**src/rtl/pipelined_adder.sv**
```systemverilog
// pipelined_adder: WIDTH-bit adder split into CHUNK-bit ripple slices, one register stage per
// slice. The carry moves one slice per cycle, so timing does not scale with WIDTH. Results
// appear STAGES cycles after acceptance. A single global enable stalls the whole pipe when
// the consumer is not ready. Bubbles are not collapsed.
//
// Parameters:
//   WIDTH  operand/sum width, a multiple of CHUNK
//   CHUNK  bits per slice, 1..WIDTH
//
// Ports:
//   clock, reset_n       rising-edge clock, synchronous active-low reset
//   in_valid / in_ready  operand handshake (a, b, cin)
//   out_valid/out_ready  result handshake (sum, cout, ovf)
//   sum, cout, ovf       result, carry out of MSB, two's-complement overflow
//
// Optional build macro PIPELINED_ADDER_SUB_EN adds input 'sub'. When sub=1 the block
// computes a - b: b is inverted and the carry-in is forced to 1 at the input, so the mode
// bit does not need to travel down the pipe. cout=1 then means no borrow.
module pipelined_adder #(
  parameter int unsigned WIDTH = 16,
  parameter int unsigned CHUNK = 4
) (
  input  logic             clock,
  input  logic             reset_n,
  input  logic             in_valid,
  output logic             in_ready,
  input  logic [WIDTH-1:0] a,
  input  logic [WIDTH-1:0] b,
  input  logic             cin,
`ifdef PIPELINED_ADDER_SUB_EN
  input  logic             sub,
`endif
  output logic             out_valid,
  input  logic             out_ready,
  output logic [WIDTH-1:0] sum,
  output logic             cout,
  output logic             ovf
);

  localparam int unsigned STAGES = WIDTH / CHUNK;

  logic              en;
  logic [STAGES-1:0] valid_q, valid_d;
  // ld[p]: load enable for every register sitting at time position p (p cycles after accept).
  logic [STAGES-1:0] ld;
  logic [WIDTH-1:0]  b_eff;
  logic              cin_eff;
  logic              ovf_q;

`ifdef PIPELINED_ADDER_SUB_EN
  assign b_eff   = sub ? ~b : b;
  assign cin_eff = sub | cin;
`else
  assign b_eff   = b;
  assign cin_eff = cin;
`endif

  assign en        = !(valid_q[STAGES-1] && !out_ready);
  assign in_ready  = en && reset_n;
  assign out_valid = valid_q[STAGES-1];

  // Registers only load when an operation occupies the position feeding them, so output data
  // holds its last value across bubbles as well as stalls.
  always_comb begin
    ld    = '0;
    ld[0] = en & in_valid;
    for (int p = 1; p < STAGES; p++) begin
      ld[p] = en & valid_q[p-1];
    end
  end

  always_comb begin
    valid_d = valid_q;
    if (en) begin
      valid_d[0] = in_valid;
      for (int p = 1; p < STAGES; p++) begin
        valid_d[p] = valid_q[p-1];
      end
    end
  end

  always_ff @(posedge clock) begin
    if (!reset_n) begin
      valid_q <= '0;
    end else begin
      valid_q <= valid_d;
    end
  end

  for (genvar k = 0; k < STAGES; k++) begin : g_stage
    localparam int unsigned Dsk = STAGES - 1 - k;

    logic [CHUNK-1:0] a_in, b_in;
    logic             c_in;
    logic [CHUNK:0]   add_full;
    logic [CHUNK-1:0] sum_q;
    logic             carry_q;

    if (k == 0) begin : g_first
      assign a_in = a[CHUNK-1:0];
      assign b_in = b_eff[CHUNK-1:0];
      assign c_in = cin_eff;
    end else begin : g_skew
      // Chunk k of the operands waits k cycles so it meets the carry from slice k-1.
      logic [CHUNK-1:0] a_dly_q [k];
      logic [CHUNK-1:0] b_dly_q [k];

      always_ff @(posedge clock) begin
        if (!reset_n) begin
          for (int j = 0; j < k; j++) begin
            a_dly_q[j] <= '0;
            b_dly_q[j] <= '0;
          end
        end else begin
          if (ld[0]) begin
            a_dly_q[0] <= a[k*CHUNK +: CHUNK];
            b_dly_q[0] <= b_eff[k*CHUNK +: CHUNK];
          end
          for (int j = 1; j < k; j++) begin
            if (ld[j]) begin
              a_dly_q[j] <= a_dly_q[j-1];
              b_dly_q[j] <= b_dly_q[j-1];
            end
          end
        end
      end

      assign a_in = a_dly_q[k-1];
      assign b_in = b_dly_q[k-1];
      assign c_in = g_stage[k-1].carry_q;
    end

    assign add_full = {1'b0, a_in} + {1'b0, b_in} + {{CHUNK{1'b0}}, c_in};

    always_ff @(posedge clock) begin
      if (!reset_n) begin
        sum_q   <= '0;
        carry_q <= 1'b0;
      end else if (ld[k]) begin
        sum_q   <= add_full[CHUNK-1:0];
        carry_q <= add_full[CHUNK];
      end
    end

    if (k == STAGES - 1) begin : g_last
      // Carry into the MSB recovered from its sum bit: s = a ^ b ^ c.
      logic c_msb;
      assign c_msb = a_in[CHUNK-1] ^ b_in[CHUNK-1] ^ add_full[CHUNK-1];

      always_ff @(posedge clock) begin
        if (!reset_n) begin
          ovf_q <= 1'b0;
        end else if (ld[k]) begin
          ovf_q <= c_msb ^ add_full[CHUNK];
        end
      end
    end

    if (Dsk > 0) begin : g_deskew
      // Early chunks wait so every chunk of one result leaves together.
      logic [CHUNK-1:0] dsk_q [Dsk];

      always_ff @(posedge clock) begin
        if (!reset_n) begin
          for (int j = 0; j < Dsk; j++) begin
            dsk_q[j] <= '0;
          end
        end else begin
          if (ld[k+1]) begin
            dsk_q[0] <= sum_q;
          end
          for (int j = 1; j < Dsk; j++) begin
            if (ld[k+1+j]) begin
              dsk_q[j] <= dsk_q[j-1];
            end
          end
        end
      end

      assign sum[k*CHUNK +: CHUNK] = dsk_q[Dsk-1];
    end else begin : g_direct
      assign sum[k*CHUNK +: CHUNK] = sum_q;
    end
  end

  assign cout = g_stage[STAGES-1].carry_q;
  assign ovf  = ovf_q;

endmodule

```
**config.mk**
```make
export PLATFORM = sky130hd
export DESIGN_NAME = pipelined_adder
export DESIGN_NICKNAME = d
export VERILOG_FILES = /design/src/rtl/pipelined_adder.sv
export SDC_FILE = /design/constraint.sdc
export NUM_CORES = 1
export LEC_CHECK = 0
export BUFFER_PORTS_ARGS = -buffer_cell sky130_fd_sc_hd__buf_2
export CORE_MARGIN = 3
export CORE_UTILIZATION = 48
export DETAILED_ROUTE_END_ITERATION = 16
export GPL_ROUTABILITY_DRIVEN = 0
export PLACE_DENSITY = 0.78
export SKIP_CTS_REPAIR_TIMING = 1
export SYNTH_ARGS = -nofsm -noshare
export SYNTH_HDL_FRONTEND = slang
export SYNTH_SLANG_ARGS = --single-unit
```
**constraint.sdc**
```tcl
create_clock -name clock -period 2.2 [get_ports clock]
set_clock_uncertainty 0.2 [all_clocks]
set_input_delay 0.33 -clock clock [delete_from_list [all_inputs] [get_ports clock]]
set_output_delay 0.33 -clock clock [all_outputs]
set_load 0.01 [all_outputs]
```
==> impl_metrics.json, run 1 <==
{
  "status": "completed",
  "cts_root_buf": "clkbuf_8",
  "portBuffers": 56,
  "routed_wl_um": 6050,
  "pwr-share-clk": 0.323,
  "fin_ws_ns": 0.172,
  "syn-cell-area_um2": 4310,
  "fmax_mhz": 493,
  "pin_count": 57,
  "drtIter0Drc": 107,
  "period_share": 0.922,
  "cp.arrival_ns": 2.06,
  "diodes": 0,
  "synth_edf_count": 72,
  "place_ws_ns": 0.212,
  "synth_ff_type": "edfxtp_1",
  "r2r_setup_slack_ns": 0.17,
  "min_from": "b[8]",
  "fin_cells": 490,
  "cts.sinks": 97,
  "worst_hold_path.endpoint": "g_stage[2].g_skew.b_dly_q[0][0]",
  "rsz0062_at_grt": "false",
  "area_delta_synth_final_pct": 11.1,
  "setup_viol": 0,
  "ys_seq_elements": 97,
  "cp-startpoint": "g_stage[2].g_skew.a_dly_q[0][4]",
  "dpl_cell_area_um2": 4580,
  "rows": 33,
  "crit_fanout": 2,
  "route.detailed.drc": 0,
  "powerDensity_nw_per_um2": 763,
  "antenna_found_initial": 0,
  "synthDistinctLibCells": 40,
  "ys_async_sr_fraction": 0,
  "final_layout_size_suffix_gt1_frac": 0.210,
  "numCtsBuffers": 9,
  "wl_per_cell_um": 12.3,
  "finish.utilization": 0.566,
  "final_area_um2": 4790,
  "crit_path_end_kind": "register",
  "postRouteAntennaNets": 0,
  "nNetsFinal": 437,
  "fin_setup_tns_ns": 0,
  "r2r-start": "g_stage[2].g_skew.a_dly_q[0][4]",
  "hold_path.class": "in2reg",
  "r2r_end": "g_stage[2].carry_q",
  "power.internal_w": 0.00282,
  "fp.dieW_um": 101,
  "h-tree-depth": 3,
  "netSwitchingFraction": 0.229,
  "start_kind": "register",
  "die_h_um": 101,
  "yosys_warnings": 0,
  "combPwrFrac": 0.093,
  "synth_nets": 392,
  "via_per_inst": 4.91,
  "yosysSeqAreaShare": 0.618,
  "clk_pin_slew_ns": 0.09,
  "insertion_delay_ns": 0.35,
  "required_ns": 2.23,
  "cts_buffer_depth": 2,
  "grt_pass1_vias": 2353,
  "avgSynthCellArea_um2": 12.9,
  "p_leak_nw": 2.09,
  "seqPwrFrac": 0.584,
  "grt_start_max_net_pins": 32,
  "p_switching_w": 0.000839,
  "critical_path_class": "reg2reg",
  "design.core.area_um2": 8460,
  "min_period_ns": 2.03,
  "r2r_cells": 5,
  "vdd_ir_drop_max_mv": 0.357,
  "relSlewSlack": 0.771,
  "report.final.slew_viol_count": 0,
  "start_util": 0.509,
  "worstHoldPathCells": 2,
  "cts_tree": "yes",
  "dp.cells": 474,
  "syn_inst": 335,
  "grt_usage": 0.129,
  "worstMarginPinSlew_ns": 0.344,
  "nFillCells": 685,
  "dp_hpwl_um": 4490,
  "hold_viol": 0,
  "die_area_um2": 10200,
  "cap_violations": 0,
  "globalRouteOverflowTotal": 0,
  "route.vias.total": 2407,
  "grt_pass1_wl_um": 10400,
  "dr.pass1.iters": 4
}
cell usage after synthesis (3+ instances only):
master	number	area, um^2
ha_1	12	150
buf_4	9	67.6
nand2_1	35	131
a21o_1	5	37.5
a21boi_0	10	75.1
inv_1	9	33.8
o211a_1	5	50.1
buf_2	4	20.0
edfxtp_1	72	2160
xnor2_1	3	26.3
fa_1	8	160
buf_6	3	33.8
a21oi_1	10	50.1
dfxtp_1	25	500
clkbuf_1	4	15.0
and3_1	12	75.1
o21ai_0	6	30.0
nand3_1	4	20.0
nor2_1	5	18.8
and2_1	64	400
worst max-delay path by stage:
| stage | to | slack (ns) | cells past startpoint |
|---|---|---|---|
| floorplan | g_stage[1].carry_q | 0.33 | 5 |
| global placement | g_stage[0].sum_q[2] | 0.26 | 7 |
| detailed placement | g_stage[2].carry_q | 0.21 | 5 |
| CTS | g_stage[2].carry_q | 0.18 | 5 |
| global route | ovf | 0.11 | 7 |
| finish | g_stage[2].carry_q | 0.17 | 5 |
flip-flops by register name (all words and copies together) (netlist names):
signal                  count
g_stage.carry_q             3
ovf                         1
g_stage.g_skew.a_dly_q     24
g_stage.g_deskew.dsk_q     24
cout                        1
valid_q                     4
g_stage.sum_q              16
g_stage.g_skew.b_dly_q     24
critical path, cell delays in order (launching register included):
cell	delay [ns]
edfxtp_1	0.42
fa_1	0.45
fa_1	0.43
a21o_1	0.18
a21oi_1	0.16
a21oi_1	0.08
through the flow:
stage,hold WS (ns),total power [W]
6_report,0.0480,0.00366
5_1_grt,0.0294,0.00384
4_1_cts,0.0344,0.00369
3_5_place_dp,0.253,0.00252
3_3_place_gp,0.249,0.00250
2_1_floorplan,0.236,0.00243
placed cells by master (no fill, tap or decap), types with 2 or more instances in the layout:
cell	n
nor2b_1	2
nand2_4	2
inv_6	3
nand4_1	2
or4b_1	2
a21o_1	5
nor2_1	5
xor2_1	2
and3_1	12
dfxtp_1	25
clkbuf_8	10
o211a_1	5
ha_1	12
fa_1	8
xnor2_1	3
nand2_1	35
and2_1	64
a21boi_0	10
nand3_1	4
buf_2	56
o21ai_0	6
o211ai_1	2
inv_1	9
edfxtp_1	72
o21a_1	2
o21a_2	2
nand2b_1	2
a21oi_1	10
cell families after synthesis:
group	count (synthesis)	share of synthesized area
fa+ha+maj	20	0.0720
flops	97	0.618
xor+xnor	5	0.0102
simple gates	134	0.177
buf+inv	33	0.0473
compound gates	46	0.0758
per-layer routing:
layer	share of wire	wire [um]	track usage
met2	0.46	2780	0.202
met4	0.021	125	0.0663
met3	0.054	327	0.0298
met1	0.47	2810	0.169
met5	0	0	0
cell type report:
| type | count | area [um^2] | share of cell area |
|---|---|---|---|
| well taps | 105 | 131 | 0.0274 |
| repair buffers | 58 | 308 | 0.0643 |
| flip-flops and latches | 97 | 2660 | 0.556 |
| multi-input cells | 205 | 1440 | 0.301 |
| inverters | 9 | 33.8 | 0.00705 |
| clock buffers | 10 | 138 | 0.0287 |
| clock inverters | 6 | 72.6 | 0.0152 |
power groups by stage:
| stage | logic [W] | clock network [W] | registers (W) |
|---|---|---|---|
| floorplan | 0.000255 | 0 | 0.00217 |
| global placement | 0.000325 | 0 | 0.00217 |
| detailed placement | 0.000339 | 0 | 0.00218 |
| CTS | 0.000343 | 0.00121 | 0.00214 |
| global route | 0.000388 | 0.00131 | 0.00215 |
| finish | 0.000338 | 0.00118 | 0.00214 |
Power figures use the tool's default switching activity.
==> run 2, diff against run 1 <==
--- a/config.mk
+++ b/config.mk
@@ -11,6 +11,7 @@
 export DETAILED_ROUTE_END_ITERATION = 16
 export GPL_ROUTABILITY_DRIVEN = 0
 export PLACE_DENSITY = 0.78
+export SETUP_SLACK_MARGIN = 0.3
 export SKIP_CTS_REPAIR_TIMING = 1
 export SYNTH_ARGS = -nofsm -noshare
 export SYNTH_HDL_FRONTEND = slang
==> run 2 against run 1 <==
  * Non-clock buffer count stayed put
  * Final area rose by 0.89%
  * Via count increased by 0.29%
  * First-iteration DRC count up 5.6%
  * Power is 0.61% higher
  * Maximum frequency is 7.4% higher
  * Worst setup slack improved by 0.14 ns
  * Count of clock-buffer cells in the layout is the same
  * Sequential power about the same
==> impl_metrics.json, run 2 (synthesis results as in run 1) <==
{
  "status": "completed",
  "period_share": 0.859,
  "postRouteAntennaNets": 0,
  "antenna_found_initial": 0,
  "grt_start_max_net_pins": 32,
  "worstHoldPathCells": 2,
  "vdd_ir_drop_max_mv": 0.360,
  "timing.critical_path.slowest_stage_cell": "edfxtp_1",
  "numCtsBuffers": 9,
  "required_ns": 2.23,
  "relSlewSlack": 0.771,
  "mostFrequentLayoutCells": "72 x edfxtp_1, 64 x and2_1, 56 x buf_2, 35 x nand2_1, 24 x dfxtp_1",
  "routed_wl_um": 6130,
  "final_area_um2": 4830,
  "final_layout_size_suffix_gt1_frac": 0.239,
  "crit_fanout": 2,
  "insertion_delay_ns": 0.35,
  "p_leak_nw": 2.09,
  "holdWs_ns": 0.0454,
  "route.vias.total": 2414,
  "clk_pin_slew_ns": 0.09,
  "path_buf_inv": 0,
  "cap_violations": 0,
  "dpl_cell_area_um2": 4580,
  "rsz0062_at_grt": "true",
  "min_from": "b[8]",
  "portBuffers": 56,
  "cts_tree": "yes",
  "diodes": 0,
  "fp.dieW_um": 101,
  "die_h_um": 101,
  "drtIter0Drc": 113,
  "r2r_setup_slack_ns": 0.31,
  "grt_pass1_vias": 2353,
  "cp.arrival_ns": 1.92,
  "critPathTopFamily": "adder cells",
  "rows": 33,
  "worstMarginPinSlew_ns": 0.344,
  "r2r_cells": 5,
  "hold_path.class": "in2reg",
  "area_delta_synth_final_pct": 12.1,
  "crit_path_end_kind": "register",
  "design.core.area_um2": 8460,
  "worst_hold_path.endpoint": "g_stage[2].g_skew.b_dly_q[0][0]",
  "route.detailed.drc": 0,
  "top_regs": "g_stage.g_deskew.dsk_q: 24 flops, g_stage.g_skew.a_dly_q: 24 flops, g_stage.g_skew.b_dly_q: 24 flops",
  "cts.sinks": 97,
  "hold_viol": 0,
  "start_kind": "register",
  "via_per_inst": 4.93,
  "critical_path_class": "reg2reg",
  "cts_buffer_depth": 2,
  "r2r_end": "g_stage[2].carry_q",
  "setup_viol": 0,
  "start_util": 0.509,
  "cts_root_buf": "clkbuf_8",
  "min_period_ns": 1.89,
  "grt_pass1_wl_um": 10400,
  "report.final.slew_viol_count": 0,
  "critPathMostFrequentCell": "fa_2",
  "crit_chain": "fa_2, fa_2, a21o_1, a21oi_2, a21oi_1",
  "h-tree-depth": 3,
  "die_area_um2": 10200,
  "final_common_cell": "edfxtp_1",
  "dr.pass1.iters": 4,
  "pin_count": 57,
  "fmax_mhz": 529,
  "nNetsFinal": 437,
  "powerDensity_nw_per_um2": 761,
  "grt_usage": 0.129,
  "fin_setup_tns_ns": 0,
  "max_stage_delay_ns": 0.42,
  "dp_hpwl_um": 4490,
  "r2r-start": "g_stage[2].g_skew.a_dly_q[0][4]",
  "wl_per_cell_um": 12.5,
  "globalRouteOverflowTotal": 0
}
-- run 2: per-layer routing --
metal | vias up | GRT usage | wire length (um)
li1 | 1238 | - | -
met1 | 1110 | 0.169 | 2820
met2 | 56 | 0.202 | 2860
met3 | 10 | 0.0298 | 335
met4 | 0 | 0.0663 | 125
met5 | - | 0 | 0
-- run 2: cell type report --
type                            instances  area, um^2
Timing Repair Buffer                   58         308
Multi-Input combinational cell        205        1490
Clock buffer                           10         138
Inverter                                9        33.8
Clock inverter                          6        72.6
Fill cell                             676        3630
Sequential cell                        97        2660
Tap cell                              105         131
-- run 2: worst max-delay path by stage --
stage | from | to | slack (ns) | cells after the start
after floorplan | g_stage[1].g_skew.a_dly_q[0][0] | g_stage[1].carry_q | 0.33 | 5
after global placement | a[0] | g_stage[0].sum_q[2] | 0.26 | 7
after detailed placement | g_stage[2].g_skew.a_dly_q[0][4] | g_stage[2].carry_q | 0.21 | 5
after CTS | g_stage[2].g_skew.a_dly_q[0][4] | g_stage[2].carry_q | 0.18 | 5
after global routing | g_stage[2].g_skew.a_dly_q[0][4] | g_stage[2].carry_q | 0.27 | 5
final | g_stage[2].g_skew.a_dly_q[0][4] | g_stage[2].carry_q | 0.31 | 5
-- run 2: worst register-to-register path: cells and delay by family, from the launching register on --
| kind | cells | cell delay [ns] |
|---|---|---|
| adder cells (fa/ha/maj) | 2 | 0.76 |
| flip-flops | 1 | 0.42 |
| AO/OA/AOI/OAI | 3 | 0.39 |
-- run 2: through the flow --
stage                     power (W)  cells   util  setup WS [ns]
after floorplan             0.00243    335      -          0.332
after global placement      0.00250    474  0.541          0.259
after detailed placement    0.00252    474  0.541          0.212
after CTS                   0.00369    490  0.566          0.178
after global routing        0.00386    490  0.571          0.272
final                       0.00368    490  0.571          0.311
-- run 2: power breakdown --
group | total [W] | switching (W) | internal (W)
logic | 0.000354 | 0.000192 | 0.000162
clock network | 0.00119 | 0.000617 | 0.000571
registers | 0.00214 | 0.0000443 | 0.00209
